===== src/rtl/pulse_capture_pkg.sv =====
// Shared types and default widths for the pulse capture receive path.
package pulse_capture_pkg;
   localparam int DATA_W_DEF = 16;
   localparam int SUM_W_DEF  = 32;
   localparam int LEN_W_DEF  = 16;

   // All-ones at default width; narrower accumulators truncate this to their own maximum.
   localparam logic [SUM_W_DEF-1:0] SUM_MAX = '1;

   typedef enum logic [1:0] {
      IDLE  = 2'd0,
      INTEG = 2'd1,
      DEAD  = 2'd2
   } st_t;
endpackage


===== src/rtl/pulse_capture_if.sv =====
// Sample stream, config and result bundle for pulse_capture; BASELINE_SUB_EN adds the baseline input.
interface pulse_capture_if #(
   parameter int DATA_W = pulse_capture_pkg::DATA_W_DEF,
   parameter int SUM_W  = pulse_capture_pkg::SUM_W_DEF,
   parameter int LEN_W  = pulse_capture_pkg::LEN_W_DEF
) ();
   logic              enable;
   logic [DATA_W-1:0] db;
   logic [DATA_W-1:0] trig_th;
   logic [LEN_W-1:0]  evt_len;
   logic [LEN_W-1:0]  dead_time;
`ifdef BASELINE_SUB_EN
   logic [DATA_W-1:0] baseline;
`endif
   logic              busy;
   logic [SUM_W-1:0]  energy;
   logic [DATA_W-1:0] peak;
   logic              energy_valid;
   logic              energy_sat;
   logic [15:0]       trig_count;

`ifdef BASELINE_SUB_EN
   modport master (output enable, db, trig_th, evt_len, dead_time, baseline,
                   input  busy, energy, peak, energy_valid, energy_sat, trig_count);
   modport slave  (input  enable, db, trig_th, evt_len, dead_time, baseline,
                   output busy, energy, peak, energy_valid, energy_sat, trig_count);
`else
   modport master (output enable, db, trig_th, evt_len, dead_time,
                   input  busy, energy, peak, energy_valid, energy_sat, trig_count);
   modport slave  (input  enable, db, trig_th, evt_len, dead_time,
                   output busy, energy, peak, energy_valid, energy_sat, trig_count);
`endif
endinterface


===== src/rtl/pulse_capture_acc.sv =====
// Saturating window accumulator and peak tracker; *_next outputs show the value after this cycle's load/add.
// Zero latency on the next-value outputs, no backpressure.
module pulse_capture_acc #(
   parameter int DATA_W = 16,
   parameter int SUM_W  = 32
) (
   input  logic              clk,
   input  logic              clr,
   input  logic              load,
   input  logic              add,
   input  logic [DATA_W-1:0] smp,
   output logic [SUM_W-1:0]  sum_next,
   output logic [DATA_W-1:0] peak_next,
   output logic              sat_next
);
   import pulse_capture_pkg::*;

   // Valid for SUM_W up to the default width, which covers all supported builds.
   localparam logic [SUM_W-1:0] SAT_VAL = SUM_W'(SUM_MAX);

   logic [SUM_W-1:0]  sum;
   logic [DATA_W-1:0] peak;
   logic              sat;
   logic [SUM_W:0]    wide;

   assign wide = {1'b0, sum} + {1'b0, SUM_W'(smp)};

   always_comb begin
      sum_next  = sum;
      peak_next = peak;
      sat_next  = sat;
      if (load) begin
         sum_next  = SUM_W'(smp);
         peak_next = smp;
         sat_next  = 1'b0;
      end else if (add) begin
         sat_next  = sat | wide[SUM_W];
         sum_next  = sat_next ? SAT_VAL : wide[SUM_W-1:0];
         peak_next = (smp > peak) ? smp : peak;
      end
   end

   always_ff @(posedge clk) begin
      if (clr) begin
         sum  <= '0;
         peak <= '0;
         sat  <= 1'b0;
      end else begin
         sum  <= sum_next;
         peak <= peak_next;
         sat  <= sat_next;
      end
   end
endmodule


===== src/rtl/pulse_capture.sv =====
// Threshold trigger, fixed-window energy/peak capture and dead time; energy_valid exactly evt_len cycles
// after the trigger sample, no backpressure. BASELINE_SUB_EN subtracts a clamped baseline from every sample.
module pulse_capture #(
   parameter int DATA_W = 16,
   parameter int SUM_W  = 32,
   parameter int LEN_W  = 16
) (
   input  logic           dclk,
   input  logic           reset_n,
   pulse_capture_if.slave bus
);
   import pulse_capture_pkg::*;

   st_t               state;
   logic [LEN_W-1:0]  len_l;
   logic [LEN_W-1:0]  dead_l;
   logic [LEN_W-1:0]  cnt;
   logic [DATA_W-1:0] smp;
   logic              trig;
   logic              fin;
   logic [LEN_W-1:0]  fin_dead;
   logic [SUM_W-1:0]  sum_next;
   logic [DATA_W-1:0] peak_next;
   logic              sat_next;

`ifdef BASELINE_SUB_EN
   assign smp = (bus.db > bus.baseline) ? bus.db - bus.baseline : '0;
`else
   assign smp = bus.db;
`endif

   assign trig     = (state == IDLE) && bus.enable && (smp > bus.trig_th);
   // A window of one sample completes on the trigger edge itself.
   assign fin      = (trig && (bus.evt_len <= LEN_W'(1))) ||
                     ((state == INTEG) && (cnt == len_l - LEN_W'(1)));
   assign fin_dead = trig ? bus.dead_time : dead_l;

   pulse_capture_acc #(.DATA_W(DATA_W), .SUM_W(SUM_W)) u_acc (
      .clk       (dclk),
      .clr       (!reset_n),
      .load      (trig),
      .add       (state == INTEG),
      .smp       (smp),
      .sum_next  (sum_next),
      .peak_next (peak_next),
      .sat_next  (sat_next)
   );

   always_ff @(posedge dclk) begin
      if (!reset_n) begin
         state            <= IDLE;
         len_l            <= '0;
         dead_l           <= '0;
         cnt              <= '0;
         bus.busy         <= 1'b0;
         bus.energy       <= '0;
         bus.peak         <= '0;
         bus.energy_valid <= 1'b0;
         bus.energy_sat   <= 1'b0;
         bus.trig_count   <= '0;
      end else begin
         bus.energy_valid <= 1'b0;
         case (state)
            IDLE: begin
               if (trig) begin
                  bus.trig_count <= bus.trig_count + 16'd1;
                  len_l          <= (bus.evt_len == '0) ? LEN_W'(1) : bus.evt_len;
                  dead_l         <= bus.dead_time;
                  cnt            <= LEN_W'(1);
                  state          <= INTEG;
                  bus.busy       <= 1'b1;
               end
            end
            INTEG: cnt <= cnt + LEN_W'(1);
            DEAD: begin
               cnt <= cnt - LEN_W'(1);
               if (cnt == LEN_W'(1)) begin
                  state    <= IDLE;
                  bus.busy <= 1'b0;
               end
            end
            default: state <= IDLE;
         endcase
         if (fin) begin
            bus.energy       <= sum_next;
            bus.peak         <= peak_next;
            bus.energy_sat   <= sat_next;
            bus.energy_valid <= 1'b1;
            if (fin_dead == '0) begin
               state    <= IDLE;
               bus.busy <= 1'b0;
            end else begin
               state    <= DEAD;
               bus.busy <= 1'b1;
               cnt      <= fin_dead;
            end
         end
      end
   end
endmodule


===== src/flat_wrapper.sv =====
// flat-port wrapper written by rule: the top's interface ports become plain ports
module pulse_capture_flat import pulse_capture_pkg::*;
#(
   parameter int DATA_W = 16,
   parameter int SUM_W  = 32,
   parameter int LEN_W  = 16
)
  (dclk, reset_n, bus_enable, bus_db, bus_trig_th, bus_evt_len, bus_dead_time, bus_busy, bus_energy, bus_peak, bus_energy_valid, bus_energy_sat, bus_trig_count);
  pulse_capture_if #(.DATA_W(DATA_W), .SUM_W(SUM_W), .LEN_W(LEN_W)) bus_i ();
  input  logic dclk;
  input  logic reset_n;
  input wire logic [$bits(bus_i.enable)-1:0] bus_enable;
  input wire logic [$bits(bus_i.db)-1:0] bus_db;
  input wire logic [$bits(bus_i.trig_th)-1:0] bus_trig_th;
  input wire logic [$bits(bus_i.evt_len)-1:0] bus_evt_len;
  input wire logic [$bits(bus_i.dead_time)-1:0] bus_dead_time;
  output wire logic [$bits(bus_i.busy)-1:0] bus_busy;
  output wire logic [$bits(bus_i.energy)-1:0] bus_energy;
  output wire logic [$bits(bus_i.peak)-1:0] bus_peak;
  output wire logic [$bits(bus_i.energy_valid)-1:0] bus_energy_valid;
  output wire logic [$bits(bus_i.energy_sat)-1:0] bus_energy_sat;
  output wire logic [$bits(bus_i.trig_count)-1:0] bus_trig_count;
  assign bus_i.enable = bus_enable;
  assign bus_i.db = bus_db;
  assign bus_i.trig_th = bus_trig_th;
  assign bus_i.evt_len = bus_evt_len;
  assign bus_i.dead_time = bus_dead_time;
  assign bus_busy = bus_i.busy;
  assign bus_energy = bus_i.energy;
  assign bus_peak = bus_i.peak;
  assign bus_energy_valid = bus_i.energy_valid;
  assign bus_energy_sat = bus_i.energy_sat;
  assign bus_trig_count = bus_i.trig_count;
  pulse_capture #(.DATA_W(DATA_W), .SUM_W(SUM_W), .LEN_W(LEN_W)) u_core (.dclk(dclk), .reset_n(reset_n), .bus(bus_i));
endmodule

===== config.mk =====
export PLATFORM = sky130hd
export DESIGN_NAME = pulse_capture_flat
export DESIGN_NICKNAME = d
export VERILOG_FILES = /design/src/rtl/pulse_capture_pkg.sv /design/src/rtl/pulse_capture_if.sv /design/src/rtl/pulse_capture_acc.sv /design/src/rtl/pulse_capture.sv /design/src/flat_wrapper.sv
export SDC_FILE = /design/constraint.sdc
export NUM_CORES = 1
export LEC_CHECK = 0
export ABC_AREA = 1
export CORE_MARGIN = 4
export CORE_UTILIZATION = 30
export CTS_BUF_LIST = sky130_fd_sc_hd__clkbuf_16
export DETAILED_ROUTE_END_ITERATION = 10
export MAX_ROUTING_LAYER = met4
export PLACE_DENSITY = 0.54
export RECOVER_POWER = 100
export REMOVE_ABC_BUFFERS = 1
export SETUP_SLACK_MARGIN = 0.5
export SLEW_MARGIN = 0
export SYNTH_ARGS = -nofsm -noshare
export SYNTH_HDL_FRONTEND = slang
export SYNTH_SLANG_ARGS = --single-unit

===== constraint.sdc =====
create_clock -name dclk -period 4.33 [get_ports dclk]
set_input_delay 0.866 -clock dclk [delete_from_list [all_inputs] [get_ports dclk]]
set_output_delay 0.866 -clock dclk [all_outputs]
set_load 0.02 [all_outputs]

* After elaboration in Yosys (flattened, before gate mapping)
Cells that the tools add are included.
** Word-level totals
- Latch bits :: 0
- Bits in read-only memories :: 0
- Memories :: 0
- Input bits :: 67
- Bits in writable memories :: 0
- Flip-flop bits (word level) :: 166
- Word-level logic and storage cells :: 66
- Output and inout port bits :: 67
** Operators by class
- Divide/modulo/power cells :: 0
- Order comparisons :: 3
- Multipliers :: 0
- Equality and inequality tests :: 7
- Reduce and logical (&&, ||, !) cells :: 12
- Bitwise gates (word level) :: 1
- Multiplexer cells :: 25
- Add/subtract/negate cells :: 5
- Shifts and indexed selects :: 0
** Operator list (count)
- 16-bit two-way mux :: 8
- 32-bit two-way mux :: 3
- 16-bit case mux with 3 select lines :: 1
- 32-bit by 16-bit adder with 33-bit output :: 1
- 16-bit by 1-bit adder with 16-bit output, second input constant :: 2
- 16-bit > comparator :: 2
- 16-bit zero test :: 2
- 16-bit by 1-bit subtractor with 16-bit output, second input constant :: 2
- 16-bit by 1-bit equality test with 1-bit output, second input constant :: 1
- 16-bit equality test :: 1
- 16-bit by 1-bit <= comparator with 1-bit output, second input constant :: 1
- 2-bit two-way mux :: 4
- 1-bit two-way mux :: 7
- 3-bit by 1-bit inequality test with 1-bit output, second input constant :: 2
- 2-bit case mux with 3 select lines :: 1
- 3-bit AND reduction :: 2
- 1-bit logical AND :: 4
- 3-bit nonzero test :: 1
- 2-bit by 1-bit equality test with 1-bit output, second input constant :: 1
- 2-bit equality test, second input constant :: 1
- 2-bit zero test :: 1
- 2-bit by 1-bit inequality test with 1-bit output, second input constant :: 1
- 1-bit case mux with 2 select lines :: 1
- 2-bit AND reduction :: 1
- other kinds (2) :: 2

* Depth between registers and ports, before layout
- Word-level depth :: 7
- Gate-level depth with buffers :: 23
- Mapped depth without buffers :: 21

* Modules after synthesis
Synthesis repeated with hierarchy kept, for this count alone.
** Second synthesis, totals
- Cells, all modules :: 1781
- Area, all modules :: 11053.1 µm²
** By module, submodules not included
- pulse_capture :: times used 1, seq. area each 2342.2 µm², cells each 985, area an instance 6520.0 µm²
- pulse_capture_acc :: times used 1, seq. area each 980.9 µm², cells each 796, area an instance 4533.1 µm²

* Least setup slack after synthesis
OpenSTA, ideal clock, no wires.
- Path kind :: input -> register
- From :: input port bus_db[0]
- To :: register u_core.bus.energy[29]
- Path slack :: 1505 ps
- Stages :: 14
- Path buffers :: 0
- Setup time :: 126 ps
- Data required time :: 4204 ps
- Arrival :: 2699 ps
- Cells stage by stage :: ha_1 fa_1 nand3_1 nand2_1 nand2_1 nand3_1 nand3_1 a21oi_1 nand2_1 nand3_2 inv_1 nand2_1 o21ai_0 a21oi_2
** Between the ends
- Longest elaborated chain between the ends :: 5
- Elaborated cells between the ends (all ways) :: 9
- Classes of those cells :: add/sub (1); order compare (1); mux (3); bitwise (1); reduce/logical (3)
** RTL lines
- start, declared :: RTL line flat_wrapper.sv:13 : input wire logic [$bits(bus_i.db)-1:0] bus_db;
- 32-bit by 16-bit adder with 33-bit output :: RTL line pulse_capture_acc.sv:26 : assign wide = {1'b0, sum} + {1'b0, SUM_W'(smp)};
- 1-bit OR :: RTL line pulse_capture_acc.sv:37 : sat_next = sat | wide[SUM_W];
- 32-bit two-way mux :: RTL line pulse_capture_acc.sv:38 : sum_next = sat_next ? SAT_VAL : wide[SUM_W-1:0];
- 32-bit two-way mux :: RTL line pulse_capture_acc.sv:36 : end else if (add) begin
- 32-bit two-way mux :: RTL line pulse_capture_acc.sv:32 : if (load) begin
- end signal, assigned :: RTL line pulse_capture.sv:85 : bus.energy <= sum_next;
- end, declared :: RTL line pulse_capture_if.sv:31 : output busy, energy, peak, energy_valid, energy_sat, trig_count);
Several ways; a longest one is shown, not always the timed one.
A chain may end at the register's enable or synchronous reset.

* Worst setup path in the final report
- From :: input port bus_db[7]
- To :: register u_core.bus.energy[17]
The elaborated chain is that of the path after synthesis.

==> results.txt <==
The number of placed instances, taps included is 1,998. For the final database, setup skew stands at 10.4 ps. The static power due to leakage is 5.30 nW. The startpoint identified for the worst register-to-register timing path is u_core.u_acc.sum[0]. The die is 191 µm tall. The worst ir drop on vdd came out at 0.337 mV. The post-CTS clock slew at the launch and capture registers of the worst setup and hold paths is 70 ps. Once layout is complete, the cells apart from fillers number 2,033. The primary flip-flop cell chosen by synthesis mapping is sky130_fd_sc_hd__dfxtp_1. The most instantiated library cell after synthesis is sky130_fd_sc_hd__nand2_1. The number of design rule violations left after detail routing came out at 0. On the critical path, the stage with the largest delay is an instance of sky130_fd_sc_hd__dlygate4sd3_1. The hold violation total from the final report came to 0. The maximum net fanout on the critical path is 15.

By area the synthesized netlist is led by sky130_fd_sc_hd__dfxtp_1 33%, sky130_fd_sc_hd__nand2_1 8.7%, sky130_fd_sc_hd__nor2_1 8.5%, sky130_fd_sc_hd__ha_1 6.6%, sky130_fd_sc_hd__o21ai_0 6.5%. The proportion of layout cells with a drive suffix above 1 is 0.0623. Subtracting the final worst setup slack from the clock period gives 3840 ps. The number of nets in the finished design came out at 1,698. The die outline area is 36,500 µm².

The final layout contains routed wiring with a total length of 30,700 µm. The H-tree was split into 4 levels. For this run, the number of Yosys warnings is 0. The number of DRC violations after detailed-routing iteration 0 came out at 528. The TritonCTS clock tree is yes.

Port buffering added 133 buffers. For this design the top-level I/O count stands at 134. The post-route core utilization is 0.376. The area of the mapped netlist is 10,000 µm². Setup violations remaining at the end of the flow were counted as 0.

The data arrival at the endpoint of the critical path came out at 4220 ps. The width of the chip is 191 µm. In this run, synthesis produced a sequential element count of 166.

The flow ran to the end, and the final reports show no timing, DRC or antenna violations. Clock latency on the worst-skew pair, taken at its later pin, is 440 ps. The setup slack of the worst register-to-register path came out at 1280 ps. Tracing the worst setup path back leads to its startpoint at bus_db[7]. The largest total area in the synthesized netlist belongs to sky130_fd_sc_hd__dfxtp_1. The number of global-route vias before repair came out at 9,566.

Counting distinct cell types in the post-synthesis netlist gives 50. The via count is 9,658. The number of vias per cell after detailed routing is 4.75.

The total global routing overflow came out at 0. The worst-case clock buffer depth is 2. The final antenna-violating net count is 0. Measured against its own limit, the worst slew margin works out to 0.442. Counting every sink on the clock net gives 166. The worst hold path startpoint is u_core.bus.trig_count[8]. The setup path with the least slack is of type primary input to register.

The iteration count of the initial detailed-routing pass came out at 5. The mean cell area of the mapped netlist is 6.86 µm². The category of the worst setup path capture point is a register. Clock tree synthesis selected as its root buffer the cell sky130_fd_sc_hd__clkbuf_16. The pin slew with the least headroom to its limit is 836 ps. For this configuration, the core starts out at a cell density of 0.306.

The achievable clock frequency is 0.260 GHz. Of the post-synthesis cell area, the dominant cell type holds 0.331. Walking the worst path, the cells encountered are dlygate4sd3_1, clkbuf_1, ha_1, nand2_1, nor2_1, nand2_1, nand3_1, nand3_1, a21oi_1, nand2_1, nand3_2, clkbuf_1, o21ai_0, a21oi_2. The period utilization is 0.887.

The number of synthesized flops with an enable pin came out at 0. Clock tree synthesis inserted a total of 17 buffers. STA classifies the critical path startpoint as a primary input. The detailed-placement wirelength estimate is 22,300 µm. For this run, the register share of the synthesized area comes to 0.331.

After layout, the design draws a total of 6.88 mW. Data on the critical path is required at its endpoint by 4710 ps. After clock tree synthesis, the repair step resized 0 gates. The max-slew violation count came out at 0.

The power per cell area came out at 559 nW/µm². The synthesis-to-layout area growth is 22.7%. The delay of the slowest cell on the worst path is 580 ps. The placeable core region came out at 32,800 µm². The row count is 66. Buffers added to address setup during post-CTS repair amount to 0. The min-delay analysis places its worst path in the category register to register. Setup repair after global routing left no endpoint under its margin. Counting stages on the worst path, the most repeated cell is sky130_fd_sc_hd__nand2_1. The pre-CTS setup slack is 174 ps.

The synthesized netlist cell count is 1,464. The first-pass GRT wire length came out at 50,200 µm. The hold-fix buffer count after cts came out at 0.

The total global-route track usage came out at 0.176. Max-cap violations in this run came to 0. The placer congestion estimate came out at 0.915.

The share of synthesized flip-flops with an asynchronous set or reset came out at 0. In the post-route analysis, the smallest setup slack over all paths is 487 ps. The number of antenna violations at the first check in global routing is 1.

The detailed-route wire length per cell came out at 15.1 µm. Setup total negative slack on the finished layout was measured at 0 ps. The commonest cells after synthesis are 233 x sky130_fd_sc_hd__nand2_1, 227 x sky130_fd_sc_hd__nor2_1, 166 x sky130_fd_sc_hd__dfxtp_1, 158 x sky130_fd_sc_hd__inv_1, 131 x sky130_fd_sc_hd__o21ai_0. The largest net degree at the start of global routing is 77.
final timing paths:
path | endpoint | cells past startpoint
worst max-delay path | u_core.bus.energy[17] | 14
worst min-delay path | u_core.bus.trig_count[8] | 2
worst max register to register | u_core.bus.energy[17] | 13
worst min register to register | u_core.bus.trig_count[8] | 2
placed cells by master, fill, tap and decap left out, types with 53 or more instances in the layout:
cell,instances
sky130_fd_sc_hd__nand2_1,236
sky130_fd_sc_hd__nor2_1,229
sky130_fd_sc_hd__dfxtp_1,166
sky130_fd_sc_hd__inv_1,159
sky130_fd_sc_hd__o21ai_0,136
sky130_fd_sc_hd__a21oi_1,127
sky130_fd_sc_hd__nand3_1,73
sky130_fd_sc_hd__dlygate4sd3_1,70
sky130_fd_sc_hd__clkdlybuf4s50_1,62
sky130_fd_sc_hd__ha_1,53
cell families (layout without fill, tap and decap cells):
logic type               count (synthesis)  in the layout  share of synthesized area
buffers and inverters                  232            358                      0.102
XOR/XNOR                                48             48                     0.0418
AND/OR/NAND/NOR                        621            621                      0.265
flip-flops                             166            166                      0.331
other                                    0              1                          0
adder cells (fa/ha/maj)                 54             54                     0.0680
AO/OA/AOI/OAI                          343            343                      0.192
sequential cells by signal, indices dropped and copies added (netlist names), 16 cells and up:
name and cells:
u_core.dead_l 16, u_core.u_acc.sum 32, u_core.bus.peak 16, u_core.u_acc.peak 16, u_core.cnt 16, u_core.len_l 16, u_core.bus.energy 32, u_core.bus.trig_count 16
metal layers:
layer,global-route usage,wire length (µm),vias up
met2,0.286,14100,180
met1,0.230,15000,4407
met3,0.0278,1090,26
met5,-,0,-
met4,0.0409,422,0
li1,-,-,5045
layout make-up:
class	instances	area, µm²
multi-input combinational	1066	5670
fill	3473	20500
tap	442	553
clock inverter	15	168
timing repair buffer	161	1560
sequential	166	3320
antenna	1	2.50
inverter	165	621
clock buffer	17	425
stage by stage:
stage               hold WS [ps]  cell area, µm²
floorplan                    472            9640
global placement             478           11800
detailed placement           485           11800
CTS                          498           12400
global route                 517           12300
finish                       491           12300
worst max-delay path: cells and delay by family:
| kind | cells | cell delay (ps) |
|---|---|---|
| adder cells (fa/ha/maj) | 1 | 410 |
| AND/OR/NAND/NOR | 7 | 780 |
| buffers and inverters | 3 | 1320 |
| AO/OA/AOI/OAI | 3 | 840 |
power breakdown:
part | switching, mW | internal, mW
Sequential | 0.279 | 1.80
Combinational | 2.06 | 1.16
Clock | 0.712 | 0.865
No activity file was read; power rests on OpenSTA's default activity.
